File: config.mk
export PLATFORM = sky130hd
export DESIGN_NAME = exec_hazard_ctrl_flat
export DESIGN_NICKNAME = d
export VERILOG_FILES = /design/src/rtl/exec_hazard_ctrl_pkg.sv /design/src/rtl/exec_hazard_ctrl_if.sv /design/src/rtl/exec_hazard_ctrl_sat_counter.sv /design/src/rtl/exec_hazard_ctrl.sv /design/src/flat_wrapper.sv
export SDC_FILE = /design/constraint.sdc
export NUM_CORES = 1
export LEC_CHECK = 0
export BUFFER_PORTS_ARGS = -buffer_cell sky130_fd_sc_hd__buf_2
export CAP_MARGIN = 5
export CELL_PAD_IN_SITES_DETAIL_PLACEMENT = 1
export CELL_PAD_IN_SITES_GLOBAL_PLACEMENT = 1
export CORE_ASPECT_RATIO = 0.7
export CORE_MARGIN = 3
export CORE_UTILIZATION = 35
export CTS_CLUSTER_DIAMETER = 120
export CTS_CLUSTER_SIZE = 8
export DETAILED_ROUTE_END_ITERATION = 7
export PLACE_DENSITY_LB_ADDON = 0.1
export SETUP_SLACK_MARGIN = 0.3
export SLEW_MARGIN = 20
export SYNTH_ARGS = -nofsm -noshare
export SYNTH_HDL_FRONTEND = slang
export SYNTH_SLANG_ARGS = --single-unit
File: constraint.sdc
create_clock -name clk -period 2.4 [get_ports clk]
set_input_delay 0.12 -clock clk [delete_from_list [all_inputs] [get_ports clk]]
set_output_delay 0.12 -clock clk [all_outputs]
set_load 0.01 [all_outputs]
File: src/rtl/exec_hazard_ctrl_pkg.sv
// hazard_pkg: shared encodings and state type for the execute-stage hazard controller
package hazard_pkg;
   localparam logic [1:0] FWD_NONE   = 2'b00;
   localparam logic [1:0] FWD_W      = 2'b01;
   localparam logic [1:0] FWD_M      = 2'b10;
   localparam logic [1:0] REGSRC_MEM = 2'b01;

   typedef enum logic {RUN, MD_WAIT} state_t;

   function automatic logic [1:0] fwd_sel(input logic [4:0] src, input logic [4:0] rd_m, input logic we_m,
                                          input logic [4:0] rd_w, input logic we_w);
      return (we_m && rd_m != 5'd0 && rd_m == src) ? FWD_M :
             (we_w && rd_w != 5'd0 && rd_w == src) ? FWD_W : FWD_NONE;
   endfunction
endpackage

File: src/rtl/exec_hazard_ctrl_if.sv
// exec_hazard_ctrl_if: pipeline-side signal bundle of the hazard controller
interface exec_hazard_ctrl_if #(parameter int CNT_W = 16);
   logic [4:0] r1AddrD, r2AddrD;
   logic [4:0] r1AddrE, r2AddrE, rdAddrE;
   logic       regWriteE;
   logic [1:0] regSrcE;
   logic       mdStartE;
   logic [4:0] rdAddrM;
   logic       regWriteM;
   logic [4:0] rdAddrW;
   logic       regWriteW;
   logic       wrongBranchE;
   logic       mdDone;
   logic [1:0] fwdA, fwdB;
   logic       stallF, stallD, stallE;
   logic       flushD, flushE, flushM;
   logic       mdGo, mdError;
   logic [CNT_W-1:0] stallCycles, flushCount;

   modport master (
      output r1AddrD, r2AddrD, r1AddrE, r2AddrE, rdAddrE, regWriteE, regSrcE, mdStartE,
             rdAddrM, regWriteM, rdAddrW, regWriteW, wrongBranchE, mdDone,
      input  fwdA, fwdB, stallF, stallD, stallE, flushD, flushE, flushM, mdGo, mdError,
             stallCycles, flushCount
   );

   modport slave (
      input  r1AddrD, r2AddrD, r1AddrE, r2AddrE, rdAddrE, regWriteE, regSrcE, mdStartE,
             rdAddrM, regWriteM, rdAddrW, regWriteW, wrongBranchE, mdDone,
      output fwdA, fwdB, stallF, stallD, stallE, flushD, flushE, flushM, mdGo, mdError,
             stallCycles, flushCount
   );
endinterface

File: src/rtl/exec_hazard_ctrl_sat_counter.sv
// sat_counter: up-counter that sticks at all-ones instead of wrapping
module sat_counter #(parameter int W = 16) (
   input  logic         clk,
   input  logic         clr,
   input  logic         inc,
   output logic [W-1:0] cnt
);
   // count up on inc, hold at all-ones, clear synchronously
   always_ff @(posedge clk)
      if (clr) cnt <= '0;
      else if (inc && !(&cnt)) cnt <= cnt + 1'b1;
endmodule

File: src/rtl/exec_hazard_ctrl.sv
// exec_hazard_ctrl: forwarding, load-use stall, mispredict flush and MUL/DIV hold control for E
module exec_hazard_ctrl import hazard_pkg::*; #(
   parameter int MD_TIMEOUT = 64,
   parameter int CNT_W      = 16
) (
   input logic               clk,
   input logic               rst,
   exec_hazard_ctrl_if.slave hz
);
   localparam int TW = MD_TIMEOUT > 1 ? $clog2(MD_TIMEOUT) : 1;

   state_t state, state_n;
   logic [TW-1:0] tmo;
   logic load_use, md_timeout, run, hold, br, lu, md;

   assign hz.fwdA = fwd_sel(hz.r1AddrE, hz.rdAddrM, hz.regWriteM, hz.rdAddrW, hz.regWriteW);
   assign hz.fwdB = fwd_sel(hz.r2AddrE, hz.rdAddrM, hz.regWriteM, hz.rdAddrW, hz.regWriteW);

   // state register; reset always lands in RUN, abandoning any MUL/DIV wait
   always_ff @(posedge clk)
      if (rst) state <= RUN;
      else state <= state_n;

   // timeout counter idles at zero in RUN so each wait starts counting from zero
   always_ff @(posedge clk)
      if (rst || state == RUN) tmo <= '0;
      else tmo <= tmo + 1'b1;

   // next state: enter MD_WAIT only when start wins priority, leave on done or timeout
   always_comb begin
      load_use   = hz.regWriteE && hz.regSrcE == REGSRC_MEM && hz.rdAddrE != 5'd0 &&
                   (hz.rdAddrE == hz.r1AddrD || hz.rdAddrE == hz.r2AddrD);
      md_timeout = state == MD_WAIT && !hz.mdDone && tmo == TW'(MD_TIMEOUT - 1);
      state_n    = state == RUN ? ((!hz.wrongBranchE && !load_use && hz.mdStartE) ? MD_WAIT : RUN)
                                : ((hz.mdDone || md_timeout) ? RUN : MD_WAIT);
   end

   // control outputs: branch beats load-use beats MUL/DIV start; everything quiet under reset
   always_comb begin
      run        = !rst && state == RUN;
      hold       = !rst && state == MD_WAIT && !hz.mdDone && !md_timeout;
      br         = run && hz.wrongBranchE;
      lu         = run && !hz.wrongBranchE && load_use;
      md         = run && !hz.wrongBranchE && !load_use && hz.mdStartE;
      hz.stallF  = lu || md || hold;
      hz.stallD  = lu || md || hold;
      hz.stallE  = md || hold;
      hz.flushD  = br;
      hz.flushE  = br || lu;
      hz.flushM  = md || hold;
      hz.mdGo    = md;
      hz.mdError = !rst && md_timeout;
   end

   sat_counter #(.W(CNT_W)) u_stall_cnt (.clk(clk), .clr(rst), .inc(hz.stallF), .cnt(hz.stallCycles));
   sat_counter #(.W(CNT_W)) u_flush_cnt (.clk(clk), .clr(rst), .inc(br), .cnt(hz.flushCount));
endmodule

File: src/flat_wrapper.sv
// flat-port wrapper written by rule: the top's interface ports become plain ports
module exec_hazard_ctrl_flat import hazard_pkg::*;
#(
   parameter int MD_TIMEOUT = 64,
   parameter int CNT_W      = 16
)
  (clk, rst, hz_r1AddrD, hz_r2AddrD, hz_r1AddrE, hz_r2AddrE, hz_rdAddrE, hz_regWriteE, hz_regSrcE, hz_mdStartE, hz_rdAddrM, hz_regWriteM, hz_rdAddrW, hz_regWriteW, hz_wrongBranchE, hz_mdDone, hz_fwdA, hz_fwdB, hz_stallF, hz_stallD, hz_stallE, hz_flushD, hz_flushE, hz_flushM, hz_mdGo, hz_mdError, hz_stallCycles, hz_flushCount);
  exec_hazard_ctrl_if #(.CNT_W(CNT_W)) hz_i ();
  input logic clk;
  input logic rst;
  input wire logic [$bits(hz_i.r1AddrD)-1:0] hz_r1AddrD;
  input wire logic [$bits(hz_i.r2AddrD)-1:0] hz_r2AddrD;
  input wire logic [$bits(hz_i.r1AddrE)-1:0] hz_r1AddrE;
  input wire logic [$bits(hz_i.r2AddrE)-1:0] hz_r2AddrE;
  input wire logic [$bits(hz_i.rdAddrE)-1:0] hz_rdAddrE;
  input wire logic [$bits(hz_i.regWriteE)-1:0] hz_regWriteE;
  input wire logic [$bits(hz_i.regSrcE)-1:0] hz_regSrcE;
  input wire logic [$bits(hz_i.mdStartE)-1:0] hz_mdStartE;
  input wire logic [$bits(hz_i.rdAddrM)-1:0] hz_rdAddrM;
  input wire logic [$bits(hz_i.regWriteM)-1:0] hz_regWriteM;
  input wire logic [$bits(hz_i.rdAddrW)-1:0] hz_rdAddrW;
  input wire logic [$bits(hz_i.regWriteW)-1:0] hz_regWriteW;
  input wire logic [$bits(hz_i.wrongBranchE)-1:0] hz_wrongBranchE;
  input wire logic [$bits(hz_i.mdDone)-1:0] hz_mdDone;
  output wire logic [$bits(hz_i.fwdA)-1:0] hz_fwdA;
  output wire logic [$bits(hz_i.fwdB)-1:0] hz_fwdB;
  output wire logic [$bits(hz_i.stallF)-1:0] hz_stallF;
  output wire logic [$bits(hz_i.stallD)-1:0] hz_stallD;
  output wire logic [$bits(hz_i.stallE)-1:0] hz_stallE;
  output wire logic [$bits(hz_i.flushD)-1:0] hz_flushD;
  output wire logic [$bits(hz_i.flushE)-1:0] hz_flushE;
  output wire logic [$bits(hz_i.flushM)-1:0] hz_flushM;
  output wire logic [$bits(hz_i.mdGo)-1:0] hz_mdGo;
  output wire logic [$bits(hz_i.mdError)-1:0] hz_mdError;
  output wire logic [$bits(hz_i.stallCycles)-1:0] hz_stallCycles;
  output wire logic [$bits(hz_i.flushCount)-1:0] hz_flushCount;
  assign hz_i.r1AddrD = hz_r1AddrD;
  assign hz_i.r2AddrD = hz_r2AddrD;
  assign hz_i.r1AddrE = hz_r1AddrE;
  assign hz_i.r2AddrE = hz_r2AddrE;
  assign hz_i.rdAddrE = hz_rdAddrE;
  assign hz_i.regWriteE = hz_regWriteE;
  assign hz_i.regSrcE = hz_regSrcE;
  assign hz_i.mdStartE = hz_mdStartE;
  assign hz_i.rdAddrM = hz_rdAddrM;
  assign hz_i.regWriteM = hz_regWriteM;
  assign hz_i.rdAddrW = hz_rdAddrW;
  assign hz_i.regWriteW = hz_regWriteW;
  assign hz_i.wrongBranchE = hz_wrongBranchE;
  assign hz_i.mdDone = hz_mdDone;
  assign hz_fwdA = hz_i.fwdA;
  assign hz_fwdB = hz_i.fwdB;
  assign hz_stallF = hz_i.stallF;
  assign hz_stallD = hz_i.stallD;
  assign hz_stallE = hz_i.stallE;
  assign hz_flushD = hz_i.flushD;
  assign hz_flushE = hz_i.flushE;
  assign hz_flushM = hz_i.flushM;
  assign hz_mdGo = hz_i.mdGo;
  assign hz_mdError = hz_i.mdError;
  assign hz_stallCycles = hz_i.stallCycles;
  assign hz_flushCount = hz_i.flushCount;
  exec_hazard_ctrl #(.MD_TIMEOUT(MD_TIMEOUT), .CNT_W(CNT_W)) u_core (.clk(clk), .rst(rst), .hz(hz_i));
endmodule
==> results.py <==
metrics = {
    "clock_tree": {
        "clk_sinks": 39,
        "clock_insertion_delay_worst_skew_ns": 0.30,
        "cts.root.buffer_cell": "sky130_fd_sc_hd__clkbuf_8",
        "htreeDepth": 2,
        "cts_hold_bufs": 0,
        "clock_tree_from_tritoncts": "yes",
        "path_clk_slew_ns": 0.08,
        "cts-buffers-inserted": 5,
        "cts_max_path_buffers": 2,
    },
    "worst_setup_path": {
        "critical_path_class": "register to register",
        "cp_data_arrival_time_ns": 2.29,
        "critical_path.max_fanout": 7,
        "worst_setup_path_start_kind": "register",
        "worst-r2r-setup-slack_ns": 0.34,
        "critical_path_required_ns": 2.63,
        "crit_path_end_kind": "register",
    },
    "logic_synthesis": {
        "synth_simple_gate_area_share_pct": 28.9,
        "synthesis.yosys.warnings": 0,
        "number_of_flops_mapped_to_enable_cells_by_yosys": 0,
        "yosys_register_bits": 39,
        "muxShareOfSynthArea_pct": 0.430,
        "mappedNetlistNets": 325,
        "synth.avg_cell_area_um2": 8.41,
        "ys.flop_type": "sky130_fd_sc_hd__dfxtp_1",
        "synth-seq-area-share_pct": 33.5,
        "post_synth_inst_count": 277,
        "largest_family_of_logic_cells_by_synthesized_area": "simple AND/OR/NAND/NOR gates",
        "synthDominantCellAreaShare_pct": 33.5,
        "synth_largest_area_cell": "sky130_fd_sc_hd__dfxtp_1",
        "syn_area_um2": 2330,
        "post_synth_fa_ha_maj_area_fraction_pct": 1.61,
        "synth-compound-area-share_pct": 13.8,
        "yosys.area_share.xor_xnor_pct": 17.7,
        "synthDistinctLibCells": 50,
        "synthTopCellsByArea": "sky130_fd_sc_hd__dfxtp_1 34%, sky130_fd_sc_hd__xnor2_1 9.4%, sky130_fd_sc_hd__xor2_1 8.3%",
        "async_reset_ff_share_pct": 0,
    },
    "power_and_ir_drop": {
        "power.total_uw": 1430,
        "p_sw_uw": 353,
        "power_density_nw_per_um2": 458,
        "static-leakage-power_uw": 0.00132,
        "power_report.internal_total_uw": 1080,
        "power.clock.fraction_pct": 40.7,
        "sw_frac_of_total_pct": 24.6,
        "vdd_drop_max_uv": 190,
        "combinational_cell_fraction_of_total_power_pct": 13.4,
        "power_frac_seq_pct": 45.9,
    },
    "layout": {
        "nNetsFinal": 427,
        "multiInputGateArea_um2": 1510,
        "final_cell_mix": "88 x sky130_fd_sc_hd__buf_2, 34 x sky130_fd_sc_hd__dfxtp_1, 27 x sky130_fd_sc_hd__nor2_1",
        "proportion_of_layout_cells_with_a_drive_suffix_above_1_pct": 36.1,
        "num-fill-cells": 795,
        "regArea_um2": 787,
        "antenna_cells": 0,
        "stdcell_area_um2": 3130,
        "syn_to_final_growth_pct": 34.4,
        "layout.cells.most_common": "sky130_fd_sc_hd__buf_2",
    },
    "sta": {
        "finalWorstPathRequiredPeriod_ns": 2.06,
        "worst_pin_slew_ns": 0.501,
        "maxSlewHeadroom_pct": 66.3,
        "setup_viol": 0,
        "final.setup_skew_ns": 0.0127,
        "grt_setup_unrepaired": "yes",
        "clock.fmax_mhz": 486,
        "final-hold-violation-count": 0,
        "timing_max_transition_violations_final": 0,
        "tns_ns": 0,
        "final.period_utilization_pct": 85.8,
    },
    "floorplan": {
        "fp.dieArea_um2": 7690,
        "die_w_um": 104,
        "pin_count": 89,
        "starting_density_of_the_core_pct": 36.8,
        "std_cell_rows": 24,
        "core_region_area_um2": 6340,
        "die_height_um": 74.3,
    },
    "global_routing": {
        "grt_pass1_vias": 2401,
        "global_route.usage.total_pct": 18.0,
        "grt_pass1_wl_um": 11400,
        "globalRouteOverflowTotal": 0,
        "maximum_number_of_pins_on_one_net_before_global_route_repair": 28,
        "antenna_found_initial": 0,
    },
    "route": {
        "routed_wire_length_per_instance_um": 15.0,
        "detail_route.first_pass.iterations": 4,
        "detail_route.drc_violations": 0,
        "postRouteWirelength_um": 7060,
        "via_per_inst": 5.17,
        "vias": 2437,
        "antenna_violating_nets_post_route": 0,
        "first_iter_violations": 77,
    },
    "placed_design": {
        "hpwl_um": 5340,
        "port-buffer-count": 88,
        "gpl.final_weighted_congestion": 0.808,
        "placed_cell_area_um2": 2860,
    },
    "outcome": {
        "status": "completed",
    },
    "min_path": {
        "hold_class": "input port to register",
    },
    "flow_run": {
        "drv.max_cap_violation_count": 0,
    },
}
registers in the layout, indices dropped and copies added, names as in the netlist:
name / cells
u_core.state: 1
u_core.u_flush_cnt.cnt: 16
u_core.u_stall_cnt.cnt: 16
u_core.tmo: 6
worst max-delay path, cell delays in order, from the launching register on:
cell                      delay [ns]
sky130_fd_sc_hd__dfxtp_2        0.34
sky130_fd_sc_hd__ha_4           0.16
sky130_fd_sc_hd__and3_4         0.16
sky130_fd_sc_hd__a311o_1        0.35
sky130_fd_sc_hd__nand2_2        0.11
sky130_fd_sc_hd__a31oi_4        0.07
sky130_fd_sc_hd__buf_12         0.20
sky130_fd_sc_hd__or4_1          0.46
sky130_fd_sc_hd__a21oi_1        0.14
cell usage after synthesis (all sizes together), types with 2 or more instances:
library cell and n:
and3 8, nor3 6, nor4 5, nor2 27
or4 11, a21oi 11, inv 9, a31oi 2
xor2 22, or3 6, o21ai 9, nand3 17
ha 3, o31ai 4, xnor2 25, buf 6
o311ai 5, and2 5, o211ai 2, nand2 26
dfxtp 39, o41ai 3, nand4 11
routing by layer:
layer  share of wire (%)  routed length, um  up-vias  track usage (%)
met5                   0                  0        -                0
met4                0.59                 42        0             3.83
met1                  50               3500     1167             24.6
li1                    -                  -     1206                -
met3                 4.7                331        4             3.82
met2                  45               3180       60             29.8
logic make-up (layout without fill, tap and decap cells):
family | Yosys count | count (layout)
compound gates | 43 | 43
xor+xnor | 47 | 47
fa+ha+maj | 3 | 3
buf+inv | 17 | 120
flops | 39 | 39
mux | 1 | 1
simple gates | 127 | 127
power groups by stage:
stage                     Sequential (uW)  Clock (uW)  Combinational (uW)
final                                 659         584                 192
after global routing                  660         631                 211
after CTS                             658         604                 190
after detailed placement              673           0                 177
after global placement                673           0                 171
after floorplan                       674           0                93.3
metrics by stage:
stage               util (%)  worst slack, ns  hold WS [ns]  std cells
finish                  49.4            0.341         0.195        471
global route            49.4            0.276         0.232        471
CTS                     48.0            0.300         0.189        468
detailed placement      45.2            0.261         0.440        453
global placement        45.2            0.330         0.423        453
floorplan                  -            0.459         0.293        277
cell type report:
cell class,instances,share of cell area (%)
multi-input cells,221,48.1
flip-flops and latches,39,25.1
repair buffers,103,18.3
well taps,91,3.64
clock buffers,6,2.64
clock inverters,2,1.12
inverters,9,1.08
timing repair:
| action | 4_1_cts | 5_1_grt |
|---|---|---|
| endpoints found under the setup margin | 9 | 15 |
| pin swaps | 3 | 6 |
| setup buffers | 7 | 3 |
| gates resized for setup | 0 | 17 |
path summary, 6_finish.rpt:
check                                         startpoint                                      end  cells after the start
worst min-delay path                         hz_mdStartE                  u_core.state$_SDFF_PP0_                      3
worst max-delay path            u_core.tmo[0]$_SDFF_PP0_  u_core.u_stall_cnt.cnt[14]$_SDFFE_PP0P_                      8
worst min register to register  u_core.tmo[0]$_SDFF_PP0_                 u_core.tmo[0]$_SDFF_PP0_                      1
worst max register to register  u_core.tmo[0]$_SDFF_PP0_  u_core.u_stall_cnt.cnt[14]$_SDFFE_PP0P_                      8
Note: power is estimated with default switching activity, not from simulation.
